<file path="config.mk">
export PLATFORM = sky130hd
export DESIGN_NAME = seg7_scan_decoder_flat
export DESIGN_NICKNAME = d
export VERILOG_FILES = /design/src/rtl/seg7_scan_decoder_if.sv /design/src/rtl/seg7_scan_decoder.sv /design/src/flat_wrapper.sv
export SDC_FILE = /design/constraint.sdc
export NUM_CORES = 1
export LEC_CHECK = 0
export CAP_MARGIN = 20
export CORE_UTILIZATION = 40
export DETAILED_ROUTE_END_ITERATION = 8
export GPL_ROUTABILITY_DRIVEN = 0
export GPL_TIMING_DRIVEN = 0
export SETUP_SLACK_MARGIN = 0.3
export SYNTH_ARGS = -nofsm -noshare
export SYNTH_HDL_FRONTEND = slang
export SYNTH_SLANG_ARGS = --single-unit
</file>
<file path="constraint.sdc">
create_clock -name Clk -period 3.6 [get_ports Clk]
set_input_delay 1.08 -clock Clk [delete_from_list [all_inputs] [get_ports Clk]]
set_output_delay 1.08 -clock Clk [all_outputs]
set_load 0.005 [all_outputs]
</file>
<file path="src/rtl/seg7_scan_decoder_if.sv">
// -----------------------------------------------------------------------------
// seg7_scan_decoder_if
// Bundles the multiplexed 7-segment bus and the decoded result for
// seg7_scan_decoder.
//   SegIn    [0:6]      segment lines a..g, SegIn[0] = a
//   DigSel   [NDIG-1:0] one-hot digit select, active-high
//   CcCa                segment polarity: 0 = common cathode, 1 = common anode
//   ErrClr              clears the sticky SegErr flag
//   BinOut   [4*NDIG-1:0] decoded nibble per digit, digit i in [4i+3:4i]
//   DigValid [NDIG-1:0] digit i currently holds a valid hex glyph
//   ValStb / ErrStb     one-cycle commit strobes (valid glyph / invalid pattern)
//   DigIdx   [2:0]      digit index of the last strobe
//   SegErr              sticky invalid-pattern flag
// master: the side that drives the display bus. slave: the decoder.
// -----------------------------------------------------------------------------
interface seg7_scan_decoder_if #(
    parameter int NDIG = 4
);
    logic [0:6]        SegIn;
    logic [NDIG-1:0]   DigSel;
    logic              CcCa;
    logic              ErrClr;
    logic [4*NDIG-1:0] BinOut;
    logic [NDIG-1:0]   DigValid;
    logic              ValStb;
    logic [2:0]        DigIdx;
    logic              ErrStb;
    logic              SegErr;

    modport master (
        output SegIn, DigSel, CcCa, ErrClr,
        input  BinOut, DigValid, ValStb, DigIdx, ErrStb, SegErr
    );

    modport slave (
        input  SegIn, DigSel, CcCa, ErrClr,
        output BinOut, DigValid, ValStb, DigIdx, ErrStb, SegErr
    );
endinterface

</file>
<file path="src/rtl/seg7_scan_decoder.sv">
// -----------------------------------------------------------------------------
// seg7_scan_decoder
// Receive side of a multiplexed 7-segment display bus. Registers the segment
// lines, digit select and polarity, normalises the pattern to "1 = segment on",
// waits for STABLE_CYC identical scannable samples and then commits the glyph
// to the selected digit exactly once per stable episode.
//   Clk  rising-edge clock
//   Rst  synchronous active-high reset
//   bus  seg7_scan_decoder_if.slave (segment inputs, decoded outputs)
// Parameters: NDIG digits (1..8), STABLE_CYC samples to commit (>= 2).
// -----------------------------------------------------------------------------
module seg7_scan_decoder #(
    parameter int NDIG       = 4,
    parameter int STABLE_CYC = 8
) (
    input  logic                Clk,
    input  logic                Rst,
    seg7_scan_decoder_if.slave  bus
);
    localparam int CNT_W = $clog2(STABLE_CYC + 1);
    localparam int S_W   = NDIG + 7;

    // Stage-1 sample registers
    logic [0:6]        seg_r_q, seg_r_d;
    logic [NDIG-1:0]   sel_r_q, sel_r_d;
    logic              pol_r_q, pol_r_d;
    // Stability tracking
    logic [S_W-1:0]    prev_s_q, prev_s_d;
    logic [CNT_W-1:0]  cnt_q, cnt_d;
    // Registered outputs
    logic [4*NDIG-1:0] bin_q, bin_d;
    logic [NDIG-1:0]   valid_q, valid_d;
    logic              val_stb_q, val_stb_d;
    logic              err_stb_q, err_stb_d;
    logic [2:0]        dig_idx_q, dig_idx_d;
    logic              seg_err_q, seg_err_d;

    // Glyph lookup in abcdefg order: returns {hit, value}.
    function automatic logic [4:0] decode(input logic [0:6] n);
        logic [4:0] r;
        case (n)
            7'b1111110: r = {1'b1, 4'h0};
            7'b0110000: r = {1'b1, 4'h1};
            7'b1101101: r = {1'b1, 4'h2};
            7'b1111001: r = {1'b1, 4'h3};
            7'b0110011: r = {1'b1, 4'h4};
            7'b1011011: r = {1'b1, 4'h5};
            7'b1011111: r = {1'b1, 4'h6};
            7'b1110000: r = {1'b1, 4'h7};
            7'b1111111: r = {1'b1, 4'h8};
            7'b1111011: r = {1'b1, 4'h9};
            7'b1110111: r = {1'b1, 4'hA};
            7'b0011111: r = {1'b1, 4'hB};
            7'b1001110: r = {1'b1, 4'hC};
            7'b0111101: r = {1'b1, 4'hD};
            7'b1001111: r = {1'b1, 4'hE};
            7'b1000111: r = {1'b1, 4'hF};
            default:    r = 5'b0;
        endcase
        return r;
    endfunction

    logic [0:6]     n_w;
    logic [S_W-1:0] s_w;
    logic           scannable;
    logic           same;
    logic           commit;
    logic [4:0]     dec_w;
    logic           blank;
    logic [2:0]     sel_idx;

    // Polarity is folded in before comparison so a CcCa toggle looks like a
    // pattern change and restarts the stability count.
    assign n_w       = pol_r_q ? ~seg_r_q : seg_r_q;
    assign s_w       = {sel_r_q, n_w};
    assign scannable = $onehot(sel_r_q);
    assign same      = (s_w == prev_s_q);
    // Fires on the single sample where the count crosses STABLE_CYC-1; the
    // counter then saturates, so a held pattern never commits twice.
    assign commit    = scannable && same && (cnt_q == CNT_W'(STABLE_CYC - 1));
    assign dec_w     = decode(n_w);
    assign blank     = (n_w == 7'b0000000);

    always_comb begin
        sel_idx = '0;
        for (int i = 0; i < NDIG; i++) begin
            if (sel_r_q[i]) sel_idx = 3'(i);
        end
    end

    always_comb begin
        // NOTE: every *_d starts from a default so no path can infer a latch.
        seg_r_d   = bus.SegIn;
        sel_r_d   = bus.DigSel;
        pol_r_d   = bus.CcCa;
        prev_s_d  = s_w;
        cnt_d     = cnt_q;
        bin_d     = bin_q;
        valid_d   = valid_q;
        val_stb_d = 1'b0;
        err_stb_d = 1'b0;
        dig_idx_d = dig_idx_q;
        seg_err_d = seg_err_q;

        if (!scannable)
            cnt_d = '0;
        else if (!same)
            cnt_d = CNT_W'(1);
        else if (cnt_q < CNT_W'(STABLE_CYC))
            cnt_d = cnt_q + CNT_W'(1);

        // Clear first so an invalid commit in the same cycle re-sets the flag.
        if (bus.ErrClr) seg_err_d = 1'b0;

        if (commit) begin
            for (int i = 0; i < NDIG; i++) begin
                if (sel_r_q[i]) begin
                    if (dec_w[4]) begin
                        bin_d[4*i +: 4] = dec_w[3:0];
                        valid_d[i]      = 1'b1;
                    end else if (blank) begin
                        bin_d[4*i +: 4] = 4'h0;
                        valid_d[i]      = 1'b0;
                    end else begin
                        valid_d[i]      = 1'b0;   // nibble keeps its last value
                    end
                end
            end
            if (dec_w[4]) begin
                val_stb_d = 1'b1;
                dig_idx_d = sel_idx;
            end else if (!blank) begin
                err_stb_d = 1'b1;
                dig_idx_d = sel_idx;
                seg_err_d = 1'b1;
            end
        end
    end

    // NOTE: state updates use non-blocking assignments so every flop samples
    // the pre-edge values of its neighbours.
    always_ff @(posedge Clk) begin
        if (Rst) begin
            seg_r_q   <= '0;
            sel_r_q   <= '0;
            pol_r_q   <= 1'b0;
            prev_s_q  <= '0;
            cnt_q     <= '0;
            bin_q     <= '0;
            valid_q   <= '0;
            val_stb_q <= 1'b0;
            err_stb_q <= 1'b0;
            dig_idx_q <= '0;
            seg_err_q <= 1'b0;
        end else begin
            seg_r_q   <= seg_r_d;
            sel_r_q   <= sel_r_d;
            pol_r_q   <= pol_r_d;
            prev_s_q  <= prev_s_d;
            cnt_q     <= cnt_d;
            bin_q     <= bin_d;
            valid_q   <= valid_d;
            val_stb_q <= val_stb_d;
            err_stb_q <= err_stb_d;
            dig_idx_q <= dig_idx_d;
            seg_err_q <= seg_err_d;
        end
    end

    assign bus.BinOut   = bin_q;
    assign bus.DigValid = valid_q;
    assign bus.ValStb   = val_stb_q;
    assign bus.ErrStb   = err_stb_q;
    assign bus.DigIdx   = dig_idx_q;
    assign bus.SegErr   = seg_err_q;
endmodule
</file>
<file path="src/flat_wrapper.sv">
// flat-port wrapper written by rule: the top's interface ports become plain ports
module seg7_scan_decoder_flat 
#(
    parameter int NDIG       = 4,
    parameter int STABLE_CYC = 8
)
  (Clk, Rst, bus_SegIn, bus_DigSel, bus_CcCa, bus_ErrClr, bus_BinOut, bus_DigValid, bus_ValStb, bus_DigIdx, bus_ErrStb, bus_SegErr);
  seg7_scan_decoder_if #(.NDIG(NDIG)) bus_i ();
  input  logic Clk;
  input  logic Rst;
  input wire logic [$bits(bus_i.SegIn)-1:0] bus_SegIn;
  input wire logic [$bits(bus_i.DigSel)-1:0] bus_DigSel;
  input wire logic [$bits(bus_i.CcCa)-1:0] bus_CcCa;
  input wire logic [$bits(bus_i.ErrClr)-1:0] bus_ErrClr;
  output wire logic [$bits(bus_i.BinOut)-1:0] bus_BinOut;
  output wire logic [$bits(bus_i.DigValid)-1:0] bus_DigValid;
  output wire logic [$bits(bus_i.ValStb)-1:0] bus_ValStb;
  output wire logic [$bits(bus_i.DigIdx)-1:0] bus_DigIdx;
  output wire logic [$bits(bus_i.ErrStb)-1:0] bus_ErrStb;
  output wire logic [$bits(bus_i.SegErr)-1:0] bus_SegErr;
  assign bus_i.SegIn = bus_SegIn;
  assign bus_i.DigSel = bus_DigSel;
  assign bus_i.CcCa = bus_CcCa;
  assign bus_i.ErrClr = bus_ErrClr;
  assign bus_BinOut = bus_i.BinOut;
  assign bus_DigValid = bus_i.DigValid;
  assign bus_ValStb = bus_i.ValStb;
  assign bus_DigIdx = bus_i.DigIdx;
  assign bus_ErrStb = bus_i.ErrStb;
  assign bus_SegErr = bus_i.SegErr;
  seg7_scan_decoder #(.NDIG(NDIG), .STABLE_CYC(STABLE_CYC)) u_core (.Clk(Clk), .Rst(Rst), .bus(bus_i));
endmodule
</file>
Yosys cells after proc, flatten, opt, wreduce, memory -nomap -nowiden
Index checks and enable logic that the tools add are counted.

Flip-flop bits (word level): 53. Word-level logic and storage cells: 82. Bits of input ports: 15. Output and inout bits: 26.

Reductions and logical operators: 17. Eq/ne operators: 21. Order comparisons: 1. Add/sub/neg operators: 4. Bitwise operators: 4. Mux-type cells: 17.

Operators by type and width (count): == test 7 bit (second input constant) (12); case mux 5 bit (16 select lines) (1); == test 7 x 6 -> 1 bit (second input constant) (3); AND reduction 3 bit (4); == test 11 bit (1); AND reduction 2 bit (5); two-way mux 1 bit (9); two-way mux 4 bit (2); == test 7 x 5 -> 1 bit (second input constant) (1); logical NOT 7 bit (1); two-way mux 7 bit (1); NOT 7 bit (1); two-way mux 3 bit (2); OR reduction 3 bit (2); adder 1 x 1 -> 2 bit (2); adder 4 x 1 -> 4 bit (second input constant) (1); == test 4 x 3 -> 1 bit (second input constant) (1); < comparator 4 bit (second input constant) (1); two-way mux 2 bit (2); OR reduction 2 bit (2); adder 3 bit (1); == test 3 x 1 -> 1 bit (second input constant) (1); NOT 1 bit (3); logical AND 1 bit (2); other kinds (3) (3).

Logic depth before layout (Yosys ltp)
Depth after elaboration: 7. Gate-level depth with buffers: 10. Gate-level depth less buffers: 10.

Least setup slack after synthesis
No wires, ideal clock.

Path type: flip-flop to flip-flop. From: register u_core.sel_r_q[2]. To: register u_core.bin_q[11], in the netlist u_core.bus.BinOut[11]. Clock period less this slack: 3110 ps. Buffers on the path: 0. Setup slack: 490 ps. Cell stages (with the launch flop): 10. Required time: 3478 ps. Setup time: 122 ps. Arrival: 2988 ps. Path through: dfxtp_1 -> inv_1 -> ha_1 -> ha_1 -> fa_1 -> or3b_2 -> or2_2 -> a2111o_1 -> and3_1 -> a311o_1.

Longest elaborated chain between the ends: 6. Elaborated cells on any way between the ends: 7. Classes of those cells: add/sub (2); eq/ne (2); reduce/logical (3).

Ends and longest elaborated chain: start: declaration (RTL line seg7_scan_decoder.sv:25) `logic [NDIG-1:0] sel_r_q, sel_r_d;`; start signal: assignment (RTL line seg7_scan_decoder.sv:157) `sel_r_q <= sel_r_d;`; adder 1 x 1 -> 2 bit (implied by the code) (RTL line seg7_scan_decoder.sv:76) `assign scannable = $onehot(sel_r_q);`; adder 3 bit (implied by the code) (RTL line seg7_scan_decoder.sv:76); == test 3 x 1 -> 1 bit (RTL line seg7_scan_decoder.sv:76); logical AND 1 bit (2 in series) (RTL line seg7_scan_decoder.sv:80) `assign commit = scannable && same && (cnt_q == CNT_W'(STABLE_CYC - 1));`; AND reduction 3 bit (no line) *; end signal: assignment (RTL line seg7_scan_decoder.sv:161) `bin_q <= bin_d;`; end: declaration (RTL line seg7_scan_decoder.sv:31) `logic [4*NDIG-1:0] bin_q, bin_d;`.

Mark *: on every way between the ends. The rest lies on a longest branch, timed or not. A chain may end at the register's enable or synchronous reset.

Worst setup path after layout
Ends and elaborated chain as after synthesis.

==> reports/qor.yml <==
final_layout:
  syn2layout_area_growth_pct: 22.8
  fin_nets: 367
  antennaDiodeCount: 0
  drive_gt1_share_pct: 8.07
logic_synthesis:
  seq_area_frac_synth_pct: 39.2
  synth_nets: 319
  synth_cell_type_count: 48
  ys.flop_type: "dfxtp_1"
  synthArstFlopShare_pct: 0
  yosys.cell_count.top_type: "dfxtp_1"
  synth_area_um2: 2660
  yosys.area.top_type: "dfxtp_1"
  synth_common_cells: "dfxtp_1 (52), nor2b_1 (31), nor2_1 (17), nand2_1 (15)"
  synth_area_per_cell_um2: 8.91
  yosys_warnings: 0
  synthTopCellsByArea: "dfxtp_1 (39%), nor2b_1 (7.3%), a221o_1 (4.5%), xnor2_1 (3.6%), and2_1 (3.1%)"
  synth_edf_count: 0
  synth_top_area_share_pct: 39.2
  synth-seq-cells: 52
  netlist_instances: 298
clocking:
  numCtsBuffers: 5
  ctsHoldBuffers: 0
  h-tree-depth: 2
  cts_root_buf: "clkbuf_8"
  cts_tree: "yes"
  clk_path_buf_depth: 2
  path_clk_slew_ns: 0.09
  clk-insertion-delay-late_ns: 0.31
  clock-sinks: 52
critical_path:
  start_kind: "flop"
  required_ns: 3.80
  crit_fanout: 8
  critPathCaptureType: "flop"
  worstSetupPathType: "flop to flop"
  arrival_ns: 3.36
sta:
  slew_headroom_pct: 64.1
  clock_skew_ns: 0.0136
  rsz0062_at_grt: "false"
  maxSlewViolCount: 0
  period_share_pct: 87.7
  finalSetupViolations: 0
  tightest_slew_ns: 0.539
  fmax_mhz: 317
  setup_tns_ns: 0
  min_period_ns: 3.16
  hold_viol: 0
die:
  die_x_um: 83.5
  die_h_um: 83.5
  initial_utilization_pct: 41.6
  core-area_um2: 6390
  rows: 29
  die_area_um2: 6970
  io_pins: 41
power:
  ir_drop_v: 0.000161
  p_per_area_nw_per_um2: 339
  cellLeakagePower_nw: 1.26
  total_power_mw: 1.10
drt:
  vias: 2265
  drt_iter0_markers: 62
  post_drt_wl_per_cell_um: 13.9
  ant_nets: 0
  totalWireLength_um: 5890
  drt_first_pass_iters: 4
  drc: 0
  via_per_inst: 5.34
placement:
  portBuffers: 39
  dpl.hpwl_um: 4400
global_routing:
  overflow: 0
  grt_max_degree: 16
  top_usage_layer: "met2"
  grt_use_met3_pct: 2.97
  antenna_found_initial: 0
  grt_pass1_vias: 2168
  grt_pass1_wl_um: 10100
  grt_util_met2_pct: 29.4
  grt_usage_pct: 17.8
  met1_usage_pct: 23.6
run:
  max_cap_viol_count: 0
min_path:
  hp-class: "flop to flop"
status:
  status: "complete, no violations"
-- kinds of logic (layout without fill, tap and decap cells) --
group                      after synthesis  in the layout  synth area share [%]
and+or+nand+nor                        133            133                  28.6
AOI/OAI and AO/OA                       57             57                  16.7
buffers and inverters                   26             75                  4.43
DFF                                     52             52                  39.2
adders and majority gates                6              6                  3.11
muxes                                    4              4                  1.51
xor gates and xnor gates                19             19                  6.27
other                                    1              1                 0.141
-- cells in the final DEF, fill, tap and decap left out, types with 6 or more instances in the layout --
master	instances
nor2_1	17
o22ai_1	13
xor2_1	8
clkbuf_8	6
inv_1	7
clkbuf_1	10
clkdlybuf4s50_1	39
nor3_1	10
nand3_1	7
and2_1	13
xnor2_1	11
nand2_1	15
dfxtp_1	49
nand2b_1	8
a221o_1	12
or2_2	6
nor2b_1	31
and3_1	8
-- routing by layer --
metal | vias to the layer above | share of wire (%)
met3 | 11 | 4.1
li1 | 1152 | -
met1 | 1054 | 48
met2 | 48 | 46
met5 | - | 0
met4 | 0 | 1.8
-- cell type report --
type / instances / area, um2
plain buffers: 19 / 92.6
clock buffers: 7 / 86.3
clock inverters: 1 / 7.51
fillers: 597 / 3130
inverters: 7 / 26.3
multi-input cells: 220 / 1500
flip-flops and latches: 52 / 1050
well taps: 77 / 96.3
repair buffers: 41 / 405
-- final timing paths --
check	startpoint	end	slack [ns]	depth (start not counted)
setup / recovery	u_core.sel_r_q[2]$_SDFF_PP0_	u_core.bus.BinOut[11]$_SDFFE_PP0P_	0.44	9
hold / removal	u_core.bus.SegErr$_SDFF_PP0_	u_core.bus.SegErr$_SDFF_PP0_	0.49	2
setup reg to reg	u_core.sel_r_q[2]$_SDFF_PP0_	u_core.bus.BinOut[11]$_SDFFE_PP0P_	0.44	9
hold reg to reg	u_core.bus.SegErr$_SDFF_PP0_	u_core.bus.SegErr$_SDFF_PP0_	0.49	2
-- sequential cells by signal (all words and copies together), names as in the netlist, 2 cells and up --
signal and flops:
u_core.bus.BinOut 16, u_core.bus.DigIdx 2, u_core.bus.DigValid 4, u_core.cnt_q 4
u_core.prev_s_q 11, u_core.seg_r_q 7, u_core.sel_r_q 4
-- metrics by stage --
stage / area (um2) / hold WS (ns) / worst slack, ns / cells / util, %
final: 3260 / 0.491 / 0.442 / 424 / 51.1
after global routing: 3260 / 0.530 / 0.361 / 424 / 51.1
after CTS: 3240 / 0.499 / 0.308 / 422 / 50.7
after detailed placement: 3140 / 0.478 / 0.264 / 414 / 49.2
after global placement: 3140 / 0.476 / 0.302 / 414 / 49.2
after floorplan: 2660 / 0.477 / 0.490 / 298 / -
-- critical path, stage by stage, from the launching register on --
cell and delay (ns):
dfxtp_2 0.35, inv_1 0.08, ha_1 0.31, ha_1 0.20, fa_1 0.43, or3b_4 0.41, or2_2 0.30, a2111o_1 0.48
and3_1 0.19, a311o_1 0.30
-- timing repair --
action,4_1_cts,5_1_grt
gates resized for setup,0,6
gates cloned,0,0
endpoints found under the setup margin,2,8
buffers inserted,0,2
pin swaps,2,2
-- power breakdown --
part | switching [mW] | leakage, nW | internal, mW
logic | 0.0826 | 0.791 | 0.0704
clock network | 0.191 | 0.0445 | 0.157
registers | 0.0121 | 0.426 | 0.592
Power figures use the tool's default switching activity.
